## config.mk

```make
export PLATFORM = sky130hd
export DESIGN_NAME = decode_top_flat
export DESIGN_NICKNAME = d
export VERILOG_FILES = /design/src/rtl/decode_top_if.sv /design/src/rtl/decode_top.sv /design/src/flat_wrapper.sv
export SDC_FILE = /design/constraint.sdc
export NUM_CORES = 1
export LEC_CHECK = 0
export BUFFER_PORTS_ARGS = -buffer_cell sky130_fd_sc_hd__buf_2
export CORE_UTILIZATION = 26
export DETAILED_ROUTE_END_ITERATION = 7
export GPL_ROUTABILITY_DRIVEN = 0
export SYNTH_ARGS = -nofsm -noshare
export SYNTH_HDL_FRONTEND = slang
export SYNTH_SLANG_ARGS = --single-unit
```

## constraint.sdc

```tcl
create_clock -name CLK -period 4.6 [get_ports CLK]
set_clock_uncertainty 0.05 [all_clocks]
set_input_delay 0.92 -clock CLK [delete_from_list [all_inputs] [get_ports CLK]]
set_output_delay 0.92 -clock CLK [all_outputs]
set_load 0.1 [all_outputs]
```

## src/rtl/decode_top_if.sv

```systemverilog
// Channel bundle between decode_top and its neighbours: fetch (f2d/d2f), execute (d2e)
// and the register file read ports. slave = decode side, master = environment side.
interface decode_top_if;
  logic         f2d_R;
  logic [63:0]  f2d;
  logic         f2d_A;
  logic         d2f_R;
  logic [32:0]  d2f;
  logic         d2f_A;
  logic         d2e_R;
  logic [108:0] d2e;
  logic         d2e_A;
  logic [4:0]   RF_RA1;
  logic [4:0]   RF_RA2;
  logic [31:0]  RF_RD1;
  logic [31:0]  RF_RD2;

  modport slave (
    input  f2d_R, f2d, d2f_R, d2e_A, RF_RD1, RF_RD2,
    output f2d_A, d2f, d2f_A, d2e_R, d2e, RF_RA1, RF_RA2
  );

  modport master (
    output f2d_R, f2d, d2f_R, d2e_A, RF_RD1, RF_RD2,
    input  f2d_A, d2f, d2f_A, d2e_R, d2e, RF_RA1, RF_RA2
  );
endinterface

```

## src/rtl/decode_top.sv

```systemverilog
// MIPS decode stage: 4-phase f2d pull, RF read, branch/jump resolution, d2f answer, d2e push.
// Optional macro DECODE_ILLEGAL_TRAP_EN redirects unsupported instructions to EXC_VECTOR.
module decode_top (
  input logic          CLK,
  input logic          Z_R,
  decode_top_if.slave  bus
);
`ifdef DECODE_ILLEGAL_TRAP_EN
  parameter logic [31:0] EXC_VECTOR = 32'h0000_0180;
`endif

  typedef enum logic [2:0] {S_IDLE, S_AIN, S_RD, S_RES, S_FACK, S_EREQ, S_EREL} state_t;

  localparam logic [3:0] ALU_ADD = 4'd0, ALU_ADDU = 4'd1, ALU_SUB = 4'd2, ALU_SUBU = 4'd3,
                         ALU_AND = 4'd4, ALU_OR = 4'd5, ALU_XOR = 4'd6, ALU_NOR = 4'd7,
                         ALU_SLT = 4'd8, ALU_SLL = 4'd9, ALU_SRL = 4'd10, ALU_PASS = 4'd11;

  state_t        r_state, w_state_next;
  logic [31:0]   r_instr, w_instr_next;
  logic [31:0]   r_pc4, w_pc4_next;
  logic          r_f2d_A, w_f2d_A_next;
  logic [32:0]   r_d2f, w_d2f_next;
  logic          r_d2f_A, w_d2f_A_next;
  logic          r_d2e_R, w_d2e_R_next;
  logic [108:0]  r_d2e, w_d2e_next;
  logic [4:0]    r_ra1, w_ra1_next;
  logic [4:0]    r_ra2, w_ra2_next;

  logic [5:0]    w_op, w_funct;
  logic [4:0]    w_rs, w_rt, w_rd, w_shamt;
  logic [31:0]   w_sext, w_zext, w_br_target, w_j_target;
  logic [3:0]    w_alu_op;
  logic          w_src, w_wr, w_mr, w_mw, w_redirect, w_legal;
  logic [31:0]   w_imm, w_target;
  logic [4:0]    w_dest;
  logic [32:0]   w_d2f_val;
  logic [108:0]  w_d2e_val;

  assign w_op        = r_instr[31:26];
  assign w_rs        = r_instr[25:21];
  assign w_rt        = r_instr[20:16];
  assign w_rd        = r_instr[15:11];
  assign w_shamt     = r_instr[10:6];
  assign w_funct     = r_instr[5:0];
  assign w_sext      = {{16{r_instr[15]}}, r_instr[15:0]};
  assign w_zext      = {16'b0, r_instr[15:0]};
  assign w_br_target = r_pc4 + {w_sext[29:0], 2'b00};
  assign w_j_target  = {r_pc4[31:28], r_instr[25:0], 2'b00};

  // Decode uses the live RF read data; it is only captured in S_RES, after the settle cycle.
  always_comb begin
    w_alu_op   = ALU_ADD;
    w_src      = 1'b0;
    w_wr       = 1'b0;
    w_mr       = 1'b0;
    w_mw       = 1'b0;
    w_imm      = 32'b0;
    w_dest     = w_rt;
    w_redirect = 1'b0;
    w_target   = 32'b0;
    w_legal    = 1'b1;
    case (w_op)
      6'h00: begin
        w_dest = w_rd;
        w_wr   = 1'b1;
        case (w_funct)
          6'h20: w_alu_op = ALU_ADD;
          6'h21: w_alu_op = ALU_ADDU;
          6'h22: w_alu_op = ALU_SUB;
          6'h23: w_alu_op = ALU_SUBU;
          6'h24: w_alu_op = ALU_AND;
          6'h25: w_alu_op = ALU_OR;
          6'h26: w_alu_op = ALU_XOR;
          6'h27: w_alu_op = ALU_NOR;
          6'h2A: w_alu_op = ALU_SLT;
          6'h00: begin w_alu_op = ALU_SLL; w_src = 1'b1; w_imm = {27'b0, w_shamt}; end
          6'h02: begin w_alu_op = ALU_SRL; w_src = 1'b1; w_imm = {27'b0, w_shamt}; end
          6'h08: begin w_wr = 1'b0; w_redirect = 1'b1; w_target = bus.RF_RD1; end
          default: w_legal = 1'b0;
        endcase
      end
      6'h08: begin w_alu_op = ALU_ADD;  w_src = 1'b1; w_wr = 1'b1; w_imm = w_sext; end
      6'h09: begin w_alu_op = ALU_ADDU; w_src = 1'b1; w_wr = 1'b1; w_imm = w_sext; end
      6'h0A: begin w_alu_op = ALU_SLT;  w_src = 1'b1; w_wr = 1'b1; w_imm = w_sext; end
      6'h0C: begin w_alu_op = ALU_AND;  w_src = 1'b1; w_wr = 1'b1; w_imm = w_zext; end
      6'h0D: begin w_alu_op = ALU_OR;   w_src = 1'b1; w_wr = 1'b1; w_imm = w_zext; end
      6'h0E: begin w_alu_op = ALU_XOR;  w_src = 1'b1; w_wr = 1'b1; w_imm = w_zext; end
      6'h0F: begin w_alu_op = ALU_PASS; w_src = 1'b1; w_wr = 1'b1; w_imm = {r_instr[15:0], 16'b0}; end
      6'h23: begin w_alu_op = ALU_ADD;  w_src = 1'b1; w_wr = 1'b1; w_mr = 1'b1; w_imm = w_sext; end
      6'h2B: begin w_alu_op = ALU_ADD;  w_src = 1'b1; w_mw = 1'b1; w_imm = w_sext; end
      6'h04: begin w_imm = w_sext; w_redirect = (bus.RF_RD1 == bus.RF_RD2); w_target = w_br_target; end
      6'h05: begin w_imm = w_sext; w_redirect = (bus.RF_RD1 != bus.RF_RD2); w_target = w_br_target; end
      6'h02: begin w_dest = 5'd0; w_redirect = 1'b1; w_target = w_j_target; end
      6'h03: begin
        w_alu_op = ALU_PASS; w_src = 1'b1; w_wr = 1'b1; w_imm = r_pc4; w_dest = 5'd31;
        w_redirect = 1'b1; w_target = w_j_target;
      end
      default: w_legal = 1'b0;
    endcase
  end

  assign w_d2e_val = w_legal ? {w_alu_op, w_src, w_wr, w_mr, w_mw, bus.RF_RD1, bus.RF_RD2, w_imm, w_dest}
                             : 109'b0;
`ifdef DECODE_ILLEGAL_TRAP_EN
  assign w_d2f_val = !w_legal ? {1'b1, EXC_VECTOR} : (w_redirect ? {1'b1, w_target} : 33'b0);
`else
  assign w_d2f_val = (w_legal && w_redirect) ? {1'b1, w_target} : 33'b0;
`endif

  always_comb begin
    w_state_next = r_state;
    w_instr_next = r_instr;
    w_pc4_next   = r_pc4;
    w_f2d_A_next = r_f2d_A;
    w_d2f_next   = r_d2f;
    w_d2f_A_next = r_d2f_A;
    w_d2e_R_next = r_d2e_R;
    w_d2e_next   = r_d2e;
    w_ra1_next   = r_ra1;
    w_ra2_next   = r_ra2;
    case (r_state)
      S_IDLE: if (bus.f2d_R) begin
        w_instr_next = bus.f2d[31:0];
        w_pc4_next   = bus.f2d[63:32];
        w_f2d_A_next = 1'b1;
        w_state_next = S_AIN;
      end
      S_AIN: if (!bus.f2d_R) begin
        w_f2d_A_next = 1'b0;
        w_ra1_next   = w_rs;
        w_ra2_next   = w_rt;
        w_state_next = S_RD;
      end
      S_RD: w_state_next = S_RES;
      S_RES: begin
        w_d2f_next   = w_d2f_val;
        w_d2e_next   = w_d2e_val;
        w_state_next = S_FACK;
      end
      S_FACK: begin
        if (!r_d2f_A && bus.d2f_R) begin
          w_d2f_A_next = 1'b1;
        end else if (r_d2f_A && !bus.d2f_R) begin
          w_d2f_A_next = 1'b0;
          w_d2f_next   = 33'b0;
          w_d2e_R_next = 1'b1;
          w_state_next = S_EREQ;
        end
      end
      S_EREQ: if (bus.d2e_A) begin
        w_d2e_R_next = 1'b0;
        w_state_next = S_EREL;
      end
      S_EREL: if (!bus.d2e_A) w_state_next = S_IDLE;
      default: w_state_next = S_IDLE;
    endcase
  end

  always_ff @(posedge CLK) begin
    if (!Z_R) begin
      r_state <= S_IDLE;
      r_instr <= 32'b0;
      r_pc4   <= 32'b0;
      r_f2d_A <= 1'b0;
      r_d2f   <= 33'b0;
      r_d2f_A <= 1'b0;
      r_d2e_R <= 1'b0;
      r_d2e   <= 109'b0;
      r_ra1   <= 5'b0;
      r_ra2   <= 5'b0;
    end else begin
      r_state <= w_state_next;
      r_instr <= w_instr_next;
      r_pc4   <= w_pc4_next;
      r_f2d_A <= w_f2d_A_next;
      r_d2f   <= w_d2f_next;
      r_d2f_A <= w_d2f_A_next;
      r_d2e_R <= w_d2e_R_next;
      r_d2e   <= w_d2e_next;
      r_ra1   <= w_ra1_next;
      r_ra2   <= w_ra2_next;
    end
  end

  assign bus.f2d_A  = r_f2d_A;
  assign bus.d2f    = r_d2f;
  assign bus.d2f_A  = r_d2f_A;
  assign bus.d2e_R  = r_d2e_R;
  assign bus.d2e    = r_d2e;
  assign bus.RF_RA1 = r_ra1;
  assign bus.RF_RA2 = r_ra2;
endmodule

```

## src/flat_wrapper.sv

```systemverilog
// flat-port wrapper written by rule: the top's interface ports become plain ports
module decode_top_flat 
  (CLK, Z_R, bus_f2d_R, bus_f2d, bus_d2f_R, bus_d2e_A, bus_RF_RD1, bus_RF_RD2, bus_f2d_A, bus_d2f, bus_d2f_A, bus_d2e_R, bus_d2e, bus_RF_RA1, bus_RF_RA2);
  decode_top_if bus_i ();
  input logic CLK;
  input logic Z_R;
  input wire logic [$bits(bus_i.f2d_R)-1:0] bus_f2d_R;
  input wire logic [$bits(bus_i.f2d)-1:0] bus_f2d;
  input wire logic [$bits(bus_i.d2f_R)-1:0] bus_d2f_R;
  input wire logic [$bits(bus_i.d2e_A)-1:0] bus_d2e_A;
  input wire logic [$bits(bus_i.RF_RD1)-1:0] bus_RF_RD1;
  input wire logic [$bits(bus_i.RF_RD2)-1:0] bus_RF_RD2;
  output wire logic [$bits(bus_i.f2d_A)-1:0] bus_f2d_A;
  output wire logic [$bits(bus_i.d2f)-1:0] bus_d2f;
  output wire logic [$bits(bus_i.d2f_A)-1:0] bus_d2f_A;
  output wire logic [$bits(bus_i.d2e_R)-1:0] bus_d2e_R;
  output wire logic [$bits(bus_i.d2e)-1:0] bus_d2e;
  output wire logic [$bits(bus_i.RF_RA1)-1:0] bus_RF_RA1;
  output wire logic [$bits(bus_i.RF_RA2)-1:0] bus_RF_RA2;
  assign bus_i.f2d_R = bus_f2d_R;
  assign bus_i.f2d = bus_f2d;
  assign bus_i.d2f_R = bus_d2f_R;
  assign bus_i.d2e_A = bus_d2e_A;
  assign bus_i.RF_RD1 = bus_RF_RD1;
  assign bus_i.RF_RD2 = bus_RF_RD2;
  assign bus_f2d_A = bus_i.f2d_A;
  assign bus_d2f = bus_i.d2f;
  assign bus_d2f_A = bus_i.d2f_A;
  assign bus_d2e_R = bus_i.d2e_R;
  assign bus_d2e = bus_i.d2e;
  assign bus_RF_RA1 = bus_i.RF_RA1;
  assign bus_RF_RA2 = bus_i.RF_RA2;
  decode_top u_core (.CLK(CLK), .Z_R(Z_R), .bus(bus_i));
endmodule
```

# --- After elaboration in Yosys (flattened, before gate mapping) ---
# Cells that the tools add are included.
totals:
  register_bits: 222
  in_bits: 133
  out_inout_bits: 155
  elab_cells: 117
classes:
  add_sub_neg: 1
  n_eq_ne: 38
  mux: 38
  bitwise: 1
  reduce_logical: 29
ops:
  columns: ["cell", "count"]
  rows:
  - ["$pmux 32 s5", 1]
  - ["$mux 109", 1]
  - ["$mux 33", 3]
  - ["$pmux 32 s3", 1]
  - ["$eq 6x6->1 const B", 11]
  - ["$pmux 33 s2", 1]
  - ["$eq 6x4->1 const B", 8]
  - ["$pmux 4 s10", 1]
  - ["$add 32x32->32", 1]
  - ["$eq 32x32->1", 1]
  - ["$mux 32", 1]
  - ["$ne 32x32->1", 1]
  - ["$pmux 4 s7", 1]
  - ["$pmux 3 s7", 1]
  - ["$eq 6x2->1 const B", 3]
  - ["$mux 3", 6]
  - ["$pmux 5 s3", 1]
  - ["$mux 1", 13]
  - ["$reduce_or 13->1", 1]
  - ["$eq 6x3->1 const B", 2]
  - ["$logic_not 6->1", 2]
  - ["$reduce_or 12->1", 1]
  - ["$ne 2x2->1 const B", 5]
  - ["$pmux 1 s2", 5]
  - ["20 further kinds", 35]

# --- Longest topological paths before layout ---
# Gate-level depths: netlist of run 1.
depth:
  word_depth: 7
  depth_mapped: 11
  mapped_depth_nobuf: 10

# --- Worst setup path before layout of run 1 ---
# No wires, ideal clock.
synth_path:
  kind: "register to register"
  start: "reg u_core.r_instr[15]"
  end: "reg u_core.r_d2f[29], in the netlist u_core.bus.d2f[29]"
  setup_time_ps: 128
  arrival_time_ps: 2602
  required_time_ps: 4422
  setup_slack_ps: 1821
  stages_incl_launch_ff: 11
  path_buffers: 1
  synth_period_minus_slack_ps: 2779
  cell_sequence: "dfxtp_1 ha_1 clkbuf_1 a21oi_1 o21ai_0 a211oi_1 o31a_1 o31ai_2 a221oi_1 mux2i_1 o21ai_1"
synth_via:
  elab_chain_cells: 4
synth_lines:
  columns: ["element", "line", "text"]
  rows:
  - ["start, declared", "decode_top.sv:19", "logic [31:0] r_instr, w_instr_next;"]
  - ["start signal, assigned", "decode_top.sv:173", "r_instr <= w_instr_next;"]
  - ["$add 32x32->32", "decode_top.sv:47", "assign w_br_target = r_pc4 + {w_sext[29:0], 2'b00};"]
  - ["$pmux 32 s3", "decode_top.sv:62", "case (w_op)"]
  - ["$mux 33", "decode_top.sv:107", "assign w_d2f_val = (w_legal && w_redirect) ? {1'b1, w_target} : 33'b0;"]
  - ["$pmux 33 s2", "decode_top.sv:121", "case (r_state)"]
  - ["end signal, assigned", "decode_top.sv:176", "r_d2f <= w_d2f_next;"]
  - ["end, declared", "decode_top.sv:22", "logic [32:0] r_d2f, w_d2f_next;"]
# No other way between the ends.
# A chain may end at the register's enable or synchronous reset.

# --- Worst setup path in the final report of run 1 ---
layout_path:
  start: "reg u_core.r_instr[29]"
  end: "reg u_core.r_d2e[11], in the netlist u_core.bus.d2e[11]"
layout_via:
  elab_chain_cells: 4
  word_cells_on_any_way: 20
  classes_between: "13 x eq/ne; 3 x mux; 4 x reduce/logical"
layout_lines:
  columns: ["element", "line", "text"]
  rows:
  - ["$eq 6x4->1, or another cell as far along", "decode_top.sv:62", null]
  - ["$reduce_or 7->1 (no source line), or another cell as far along", null, null]
  - ["$pmux 32 s5 / $pmux 1 s2 (equally long branches)", "decode_top.sv:62", null]
  - ["$mux 109 (*)", "decode_top.sv:102", "assign w_d2e_val = w_legal ? {w_alu_op, w_src, w_wr, w_mr, w_mw, bus.RF_RD1, bus.RF_RD2, w_imm, w_dest}"]
  - ["end signal, assigned", "decode_top.sv:179", "r_d2e <= w_d2e_next;"]
  - ["end, declared", "decode_top.sv:25", "logic [108:0] r_d2e, w_d2e_next;"]
# Mark *: on every way between the ends. The rest lies on a longest branch, timed or not.

==> results_dict.tcl, run 1 <==
set metrics [dict create \
    outcome "complete, no violations" \
    ios 288 \
    clk_path_buf_depth 3 \
    grt_pass1_vias 10540 \
    grt_pass1_wl_mm 67.16 \
    cp-end-kind "flop" \
    synth_warnings 0 \
    crit_path_max_fanout 72 \
    async_reset_ff_share_pct 0 \
    final_antenna_net_count 0 \
    rows 73 \
    wl_per_cell_um 22.03 \
    synth_edf_count 0 \
    drc 0 \
    synth_fp_nets 1488 \
    start_kind "flop" \
    drt-vias-per-instance 5.243 \
    netlist_instances 1323 \
    start_util_pct 26.63 \
    ys_seq_area_share_pct 41.53 \
    ctsRootBufferMaster "clkbuf_16" \
    crit_arrival_ns 3.97 \
    powerDensity_nw_per_um2 364.3 \
    hold_class "reg2reg" \
    fin_crit_sh_pct 76.95 \
    antenna_found_initial 0 \
    finalHoldViolCount 0 \
    cts_sinks 222 \
    place_ws_ns 1.139 \
    cap_violations 0 \
    rsz0062_at_grt "no" \
    dr.pass1.iters 8 \
    synthDistinctLibCells 62 \
    final_max_slew_viol_count 0 \
    layout-drive-gt1-share_pct 23.27 \
    power_leakage_nw 5.650 \
    max-slew-margin-rel_pct 23.74 \
    holdWs_ns 0.3982 \
    finalNetCount 1732 \
    htreeDepth 1 \
    design_area_um2 13490 \
    post_cts_buffers 0 \
    post-route-util_pct 33.57 \
    hpwlAfterDp_mm 35.15 \
    worst_pin_slew_ns 1.135 \
    final.setup.tns_ns 0 \
    cts_resized 0 \
    cts_buffers 26 \
    yosys_most_used_dff "dfxtp_1" \
    dieArea_um2 41980 \
    die_h_um 204.9 \
    placed_area_um2 12680 \
    finalSetupViolCount 0 \
    gr-total-overflow 0 \
    final_cell_count_no_fill 2111 \
    port_buffers 287 \
    min_period_ns 3.540 \
    setup_ws_ns 1.060 \
    worstSetupPathType "reg2reg" \
    cp_data_required_time_ns 5.03 \
    grt_start_max_net_pins 88 \
    syn_area_um2 10700 \
    max_freq_mhz 282.5 \
    synth_seq_cells 222 \
    vias 11070 \
    cts_tree "built" \
    wl_mm 46.51 \
    syn_to_final_growth_pct 26.08 \
    dp_cells 2064 \
    clkTransAtPathRegs_ns 0.06 \
    die_x_um 204.9 \
    grt_util_all_layers_pct 21.32 \
    ir_drop_mv 0.2282 \
    antenna_cells 0 \
    hold_buffers 0 \
    design.core.area_um2 40190 \
    r2r_slack_ns 1.06 \
    synth_area_per_cell_um2 8.089 \
    total_power_mw 4.916 \
    drt_iter0_markers 1111 \
    clk_latency_ns 0.55 \
]
-- power by group --
part,internal [mW],total [mW],switching [mW]
registers,1.98,2.08,0.0983
clock network,1.17,2.00,0.836
logic,0.253,0.831,0.579
total,3.40,4.92,1.51
-- Yosys cell counts (13+ instances only) --
cell      instances  area [µm²]
a21oi_1         119       595.6
nor2_1          124       465.5
o21ai_1          34       170.2
and2_1           31       193.9
a22oi_1          90       675.7
clkbuf_1         84       315.3
nand2_1         241       904.6
xor2_1           44       385.4
dfxtp_1         222        4444
nand3_1          13       65.06
a222oi_1         30       300.3
ha_1             31       387.9
a221oi_1         23       201.4
xnor2_1          13       113.9
o21ai_0          45       225.2
-- state kept, by name, indices dropped and copies added (netlist names) --
| register | flops |
|---|---|
| u_core.bus.f2d_A | 1 |
| u_core.r_pc4 | 32 |
| u_core.bus.d2f | 33 |
| u_core.bus.RF_RA2 | 5 |
| u_core.bus.d2f_A | 1 |
| u_core.r_instr | 32 |
| u_core.bus.RF_RA1 | 5 |
| u_core.r_state | 3 |
| u_core.bus.d2e_R | 1 |
| u_core.bus.d2e | 109 |
-- worst max-delay path: stages (launching register included) --
cell and delay [ns]:
dfxtp_1 0.67, nor2_1 0.15, or3_1 0.33, a221oi_1 0.31, a21oi_1 0.14, nor2_4 0.10, buf_4 0.64, o221ai_4 0.62
o21ai_0 0.31, and2_1 0.14
-- cell usage in the layout (no fill, tap or decap), drive strengths merged, types with 6 or more instances in the layout --
cell type	n
buf	314
nand2	241
dfxtp	222
nor2	126
a21oi	119
a22oi	90
o21ai	79
xor2	44
clkbuf	43
ha	31
and2	31
a222oi	30
a221oi	23
nand3	13
xnor2	13
nor3	12
inv	12
nand2b	12
nor4	12
nand4	9
a21o	9
a2bb2oi	9
a211oi	7
nor2b	7
and3	6
-- worst paths after layout --
check,startpoint,cells after the start,endpoint
worst min-delay path,u_core.bus.d2f[0],2,u_core.bus.d2f[0]
worst max-delay path,u_core.r_instr[29],9,u_core.bus.d2e[11]
worst max register to register,u_core.r_instr[29],9,u_core.bus.d2e[11]
worst min register to register,u_core.bus.d2f[0],2,u_core.bus.d2f[0]
-- kinds of logic (layout without fill, tap and decap cells) --
logic type / count (synthesis) / count (layout) / share of synthesized area (%)
simple gates: 488 / 488 / 19.97
buf+inv: 110 / 373 / 4.057
compound gates: 407 / 407 / 25.29
fa+ha+maj: 32 / 32 / 3.812
xor+xnor: 57 / 57 / 4.665
mux: 7 / 7 / 0.6781
flops: 222 / 222 / 41.53
-- area by class of cell --
cell class / instances / area (µm²)
multi-input cells: 991 / 5879
clock inverters: 4 / 56.30
flip-flops and latches: 222 / 4444
well taps: 525 / 656.9
fillers: 4255 / 26700
inverters: 12 / 50.05
clock buffers: 43 / 754.5
repair buffers: 314 / 1652
-- routing by layer --
layer  share of wire [%]  vias up  GRT usage, %
li1                    -     5233             -
met1                  41     5305         27.06
met2                  48      452         35.97
met3                 8.1       79         4.152
met4                 3.1        0         7.011
met5                   0        -             0
Power figures use the tool's default switching activity.
==> run 2, diff against run 1 <==
==> constraint.sdc (replaced) <==
create_clock -name CLK -period 3 [get_ports CLK]
set_clock_uncertainty 0.05 [all_clocks]
set_input_delay 0.6 -clock CLK [delete_from_list [all_inputs] [get_ports CLK]]
set_output_delay 0.6 -clock CLK [all_outputs]
set_load 0.1 [all_outputs]
==> run 2 against run 1 <==
Maximum frequency up 21%. Hold slack worse by 0.16 ns. Combinational power up 65%. Sequential cell count unchanged. Total power up 60%. Via count about the same. Clock-buffer cell count down 6. Sequential power up 52%. Register-to-register slack worse by 0.98 ns. Clock power up 66%. Final cell count up 1.7%. Critical path type unchanged. Largest cell class unchanged.
==> results_dict.tcl, run 2 (synthesized netlist as in run 1, its figures left out) <==
set metrics [dict create \
    outcome "complete, no violations" \
    setup_ws_ns 0.08358 \
    endpoint "u_core.bus.d2f[18]" \
    finalHoldViolCount 0 \
    slowest_stage "a2111oi_0" \
    drt-met1-wl_mm 19.15 \
    wl_met2_mm 21.64 \
    dr.max_layer_used "met4" \
    wl_per_cell_um 21.34 \
    dr.pass1.iters 6 \
    port_buffers 287 \
    cp-end-kind "flop" \
    power_leakage_nw 5.903 \
    final_max_slew_viol_count 0 \
    ir_drop_mv 0.3868 \
    startpoint "u_core.r_pc4[9]" \
    worstPathCellList "ha_1, a2111oi_0, buf_4, a211oi_1, a21oi_1, o221a_2, xnor2_1, a222oi_1, o21ai_1" \
    die_h_um 204.9 \
    max_freq_mhz 342.9 \
    drt_iter0_markers 1129 \
    ctsRootBufferMaster "clkbuf_16" \
    grt_util_all_layers_pct 21.05 \
    drt-vias-per-instance 5.162 \
    post-route-util_pct 34.66 \
    clk_path_buf_depth 3 \
    cts_buffers 27 \
    cts_tree "built" \
    antenna_cells 0 \
    rows 73 \
    wl_mm 45.80 \
    dieArea_um2 41980 \
    clk_latency_ns 0.55 \
    hold_class "in2reg" \
    grt_pass1_wl_mm 66.65 \
    design_area_um2 13930 \
    multi_input_area_um2 5893 \
    worst_pin_slew_ns 0.7484 \
    crit_arrival_ns 3.29 \
    place_ws_ns 0.005513 \
    r2r.worst_path.cells 9 \
    hpwlAfterDp_mm 35.20 \
    holdWs_ns 0.2374 \
    seq_area_um2 4444 \
    max-slew-margin-rel_pct 50.11 \
    ios 288 \
    layout_commonest_cell "buf_2" \
    r2r_start "u_core.r_pc4[9]" \
    gr-total-overflow 0 \
    drc 0 \
    crit_path_max_fanout 6 \
    final_cell_mix "buf_2, nand2_1, dfxtp_1" \
    powerDensity_nw_per_um2 563.4 \
    vias 11080 \
    design.core.area_um2 40190 \
    fin_crit_sh_pct 97.21 \
    final_cell_count_no_fill 2146 \
    dp_cells 2099 \
    nFillCells 4237 \
    hold_buffers 0 \
    layout-drive-gt1-share_pct 25.91 \
    largest_reg_flops 109 \
    worstSetupPathType "reg2reg" \
    total_power_mw 7.848 \
    route.met3.wl_mm 3.511 \
    clkTransAtPathRegs_ns 0.06 \
    rsz0062_at_grt "yes" \
    final_antenna_net_count 0 \
    r2r-end "u_core.bus.d2f[18]" \
    start_util_pct 26.63 \
    grt_start_max_net_pins 73 \
    cts_sinks 222 \
    syn_to_final_growth_pct 30.16 \
    r2r_slack_ns 0.08 \
    start_kind "flop" \
    cp_data_required_time_ns 3.37 \
    finalNetCount 1768 \
    cap_violations 0 \
    cpPeakStageDelay_ns 0.62 \
    die_x_um 204.9 \
    grt_pass1_vias 10650 \
    antenna_found_initial 1 \
    placed_area_um2 13000 \
    final.setup.tns_ns 0 \
    min_period_ns 2.916 \
    htreeDepth 1 \
    finalSetupViolCount 0 \
]
## run 2: cell count changes in the layout (fill, tap and decap cells not counted), sizes merged
| cell | delta |
|---|---|
| buf | +35 |
| clkinvlp | +2 |
| clkinv | +3 |
| bufinv | +1 |
| clkbuf | -6 |
## run 2: worst min-delay path by stage
stage | startpoint | endpoint | slack [ns] | cells past startpoint
finish | bus_f2d[51] | u_core.r_pc4[19] | 0.24 | 3
global route | bus_f2d[51] | u_core.r_pc4[19] | 0.23 | 3
CTS | bus_f2d[51] | u_core.r_pc4[19] | 0.21 | 3
detailed placement | u_core.bus.d2f[1] | u_core.bus.d2f[1] | 0.39 | 2
global placement | u_core.bus.d2f[13] | u_core.bus.d2f[13] | 0.38 | 2
floorplan | u_core.r_instr[21] | u_core.bus.RF_RA1[0] | 0.39 | 2
## run 2: timing repair
action,CTS,global route
endpoints found under the setup margin,0,8
setup buffers,0,0
resized for setup,0,6
## run 2: area by class of cell
cell class,instances,area share (%)
Multi-Input combinational cell,991,42.31
Clock buffer,37,5.695
Inverter,12,0.3413
Tap cell,525,4.716
Sequential cell,222,31.91
Timing Repair Buffer,349,14.28
Clock inverter,10,0.7545
## run 2: power breakdown
group / switching (mW) / internal [mW] / total, mW
logic: 0.937 / 0.436 / 1.37
clock network: 1.32 / 2.00 / 3.32
registers: 0.115 / 3.04 / 3.16
total: 2.37 / 5.48 / 7.85
## run 2: worst max-delay path, delay by kind of cell, from the launching register on
kind / cells / cell delay [ns]
compound gates: 6 / 1.70
fa+ha+maj: 1 / 0.37
flops: 1 / 0.32
buf+inv: 1 / 0.22
xor+xnor: 1 / 0.14
## run 2: layer usage
metal / vias up / global-route usage, %
met1: 5278 / 27.09
li1: 5311 / -
met4: 0 / 7.222
met3: 77 / 4.359
met2: 411 / 34.71
met5: - / 0
==> run 3, diff against run 2 <==
--- a/config.mk
+++ b/config.mk
@@ -9,6 +9,7 @@
 export CORE_UTILIZATION = 26
 export DETAILED_ROUTE_END_ITERATION = 7
 export GPL_ROUTABILITY_DRIVEN = 0
+export PLACE_DENSITY = 0.44
 export SYNTH_ARGS = -nofsm -noshare
 export SYNTH_HDL_FRONTEND = slang
 export SYNTH_SLANG_ARGS = --single-unit
==> run 3 against run 2 <==
Core utilization up 0.61 points. Total power up 5.4%. Clock-buffer cell count down 1.
==> results_dict.tcl, run 3 (synthesized netlist as in run 1, its figures left out) <==
set metrics [dict create \
    gr-total-overflow 0 \
    max_freq_mhz 353.0 \
    largest_reg_flops 109 \
    switching_share_pct 29.43 \
    rows 73 \
    worstSetupPathType "reg2reg" \
    min_period_ns 2.833 \
    syn_to_final_growth_pct 32.47 \
    ios 288 \
    die_h_um 204.9 \
    drc 0 \
    port_buffers 287 \
    power_frac_clock_pct 44.9 \
    cts_tree "built" \
    worst_pin_slew_ns 0.8393 \
    dr.pass1.iters 7 \
    grt_pass1_vias 10500 \
    drt-vias-per-instance 5.142 \
    grt_pass1_wl_mm 68.05 \
    clkTransAtPathRegs_ns 0.06 \
    hold_buffers 0 \
    design.core.area_um2 40190 \
    wl_per_cell_um 21.75 \
    drt_iter0_markers 1026 \
    slowest_stage "fa_1" \
    final_max_slew_viol_count 0 \
    grt_util_all_layers_pct 21.70 \
    antenna_found_initial 3 \
    crit_path_max_fanout 3 \
    pwr-share-comb_pct 17.1 \
    crit_arrival_ns 3.24 \
    placed_area_um2 13120 \
    cp-end-kind "flop" \
    rsz0062_at_grt "yes" \
    total_power_mw 8.275 \
    cpPeakStageDelay_ns 0.47 \
    finalSetupViolCount 0 \
    layout-drive-gt1-share_pct 26.71 \
    outcome "complete, no violations" \
    start_kind "flop" \
    cap_violations 0 \
    nFillCells 4280 \
    final_cell_mix "buf_2, nand2_1, dfxtp_1" \
    die_x_um 204.9 \
    design_area_um2 14180 \
    finalNetCount 1787 \
    clk_latency_ns 0.56 \
    worstPathCellList "ha_1, fa_1, a211oi_2, o211ai_1, a21oi_1, o221a_2, o21ai_0, xor2_1, a222oi_1, o21ai_1" \
    fin_crit_sh_pct 94.44 \
    ir_drop_mv 0.3959 \
    pwr-share-seq_pct 38.0 \
    grt_start_max_net_pins 71 \
    p_switching_mw 2.435 \
    p_int_mw 5.840 \
    power_leakage_nw 6.037 \
    finalHoldViolCount 0 \
    htreeDepth 1 \
    wl_mm 47.11 \
    cp_data_required_time_ns 3.41 \
    dieArea_um2 41980 \
    start_util_pct 26.63 \
    max-slew-margin-rel_pct 44.05 \
    hold_class "in2reg" \
    clk_path_buf_depth 3 \
    final_antenna_net_count 0 \
    vias 11140 \
    cts_sinks 222 \
    cts_buffers 28 \
    hpwlAfterDp_mm 35.43 \
    powerDensity_nw_per_um2 583.8 \
    ctsRootBufferMaster "clkbuf_16" \
    post-route-util_pct 35.27 \
    layout_commonest_cell "buf_2" \
]
run 3: cell types whose count changed in the layout (fill, tap and decap cells not counted), moves of 3 or more:
cell	before	now
buf_4	55	74
bufinv_16	2	6
clkbuf_8	8	5
clkinv_2	6	3
run 3: critical path, delay by kind of cell (launching register included):
| family | cells | cell delay, ns |
|---|---|---|
| AOI/OAI and AO/OA | 7 | 1.47 |
| xor gates and xnor gates | 1 | 0.19 |
| adders and majority gates | 2 | 0.72 |
| DFF | 1 | 0.33 |
run 3: metal layers:
| metal | wire (µm) | share of wire [%] | track usage (%) |
|---|---|---|---|
| met1 | 21170 | 45 | 29.45 |
| met2 | 22210 | 47 | 35.27 |
| met4 | 1170 | 2.5 | 6.772 |
| met3 | 2544 | 5.4 | 3.102 |
| met5 | 13 | 0.028 | 0 |
run 3: area by class of cell:
type                       count  area (µm²)  share of cell area, %
clock buffer                  36       780.7                  5.508
antenna                        1       2.502                0.01765
inverter                      12       47.55                 0.3354
multi-input combinational    991        5906                  41.66
tap                          525       656.9                  4.634
sequential                   222        4444                  31.35
clock inverter                12       226.5                  1.598
timing repair buffer         367        2112                  14.90
run 3: stage by stage:
step / instances / hold WS (ns) / setup TNS (ns) / worst slack (ns)
floorplan: 1323 / 0.3948 / 0 / 0.2206
global placement: 2117 / 0.3823 / -0.09631 / -0.07317
detailed placement: 2117 / 0.3902 / -0.06525 / -0.04683
CTS: 2165 / 0.2066 / 0 / 0.0007643
global route: 2166 / 0.2121 / -0.009662 / -0.009662
finish: 2166 / 0.2290 / 0 / 0.1669
run 3: worst paths after layout:
path,start,end,slack (ns),depth (start not counted)
max,u_core.r_pc4[2],u_core.bus.d2f[20],0.17,10
min,bus_f2d[16],u_core.r_instr[16],0.23,3
max reg2reg,u_core.r_pc4[2],u_core.bus.d2f[20],0.17,10
min reg2reg,u_core.bus.d2f[18],u_core.bus.d2f[18],0.40,2
run 3: power by group through the flow:
stage | sequential [mW] | combinational (mW) | clock, mW
after detailed placement | 3.20 | 1.40 | 0
after global routing | 3.15 | 1.52 | 3.94
after floorplan | 3.33 | 0.675 | 0
final | 3.14 | 1.42 | 3.72
after CTS | 3.14 | 1.40 | 3.80
after global placement | 3.20 | 1.40 | 0
run 3: what timing repair did:
action | in CTS | in global routing
pin swaps | 0 | 3
gates resized for setup | 1 | 6
setup buffers | 0 | 0
endpoints found under the setup margin | 2 | 18
cloned | 0 | 0
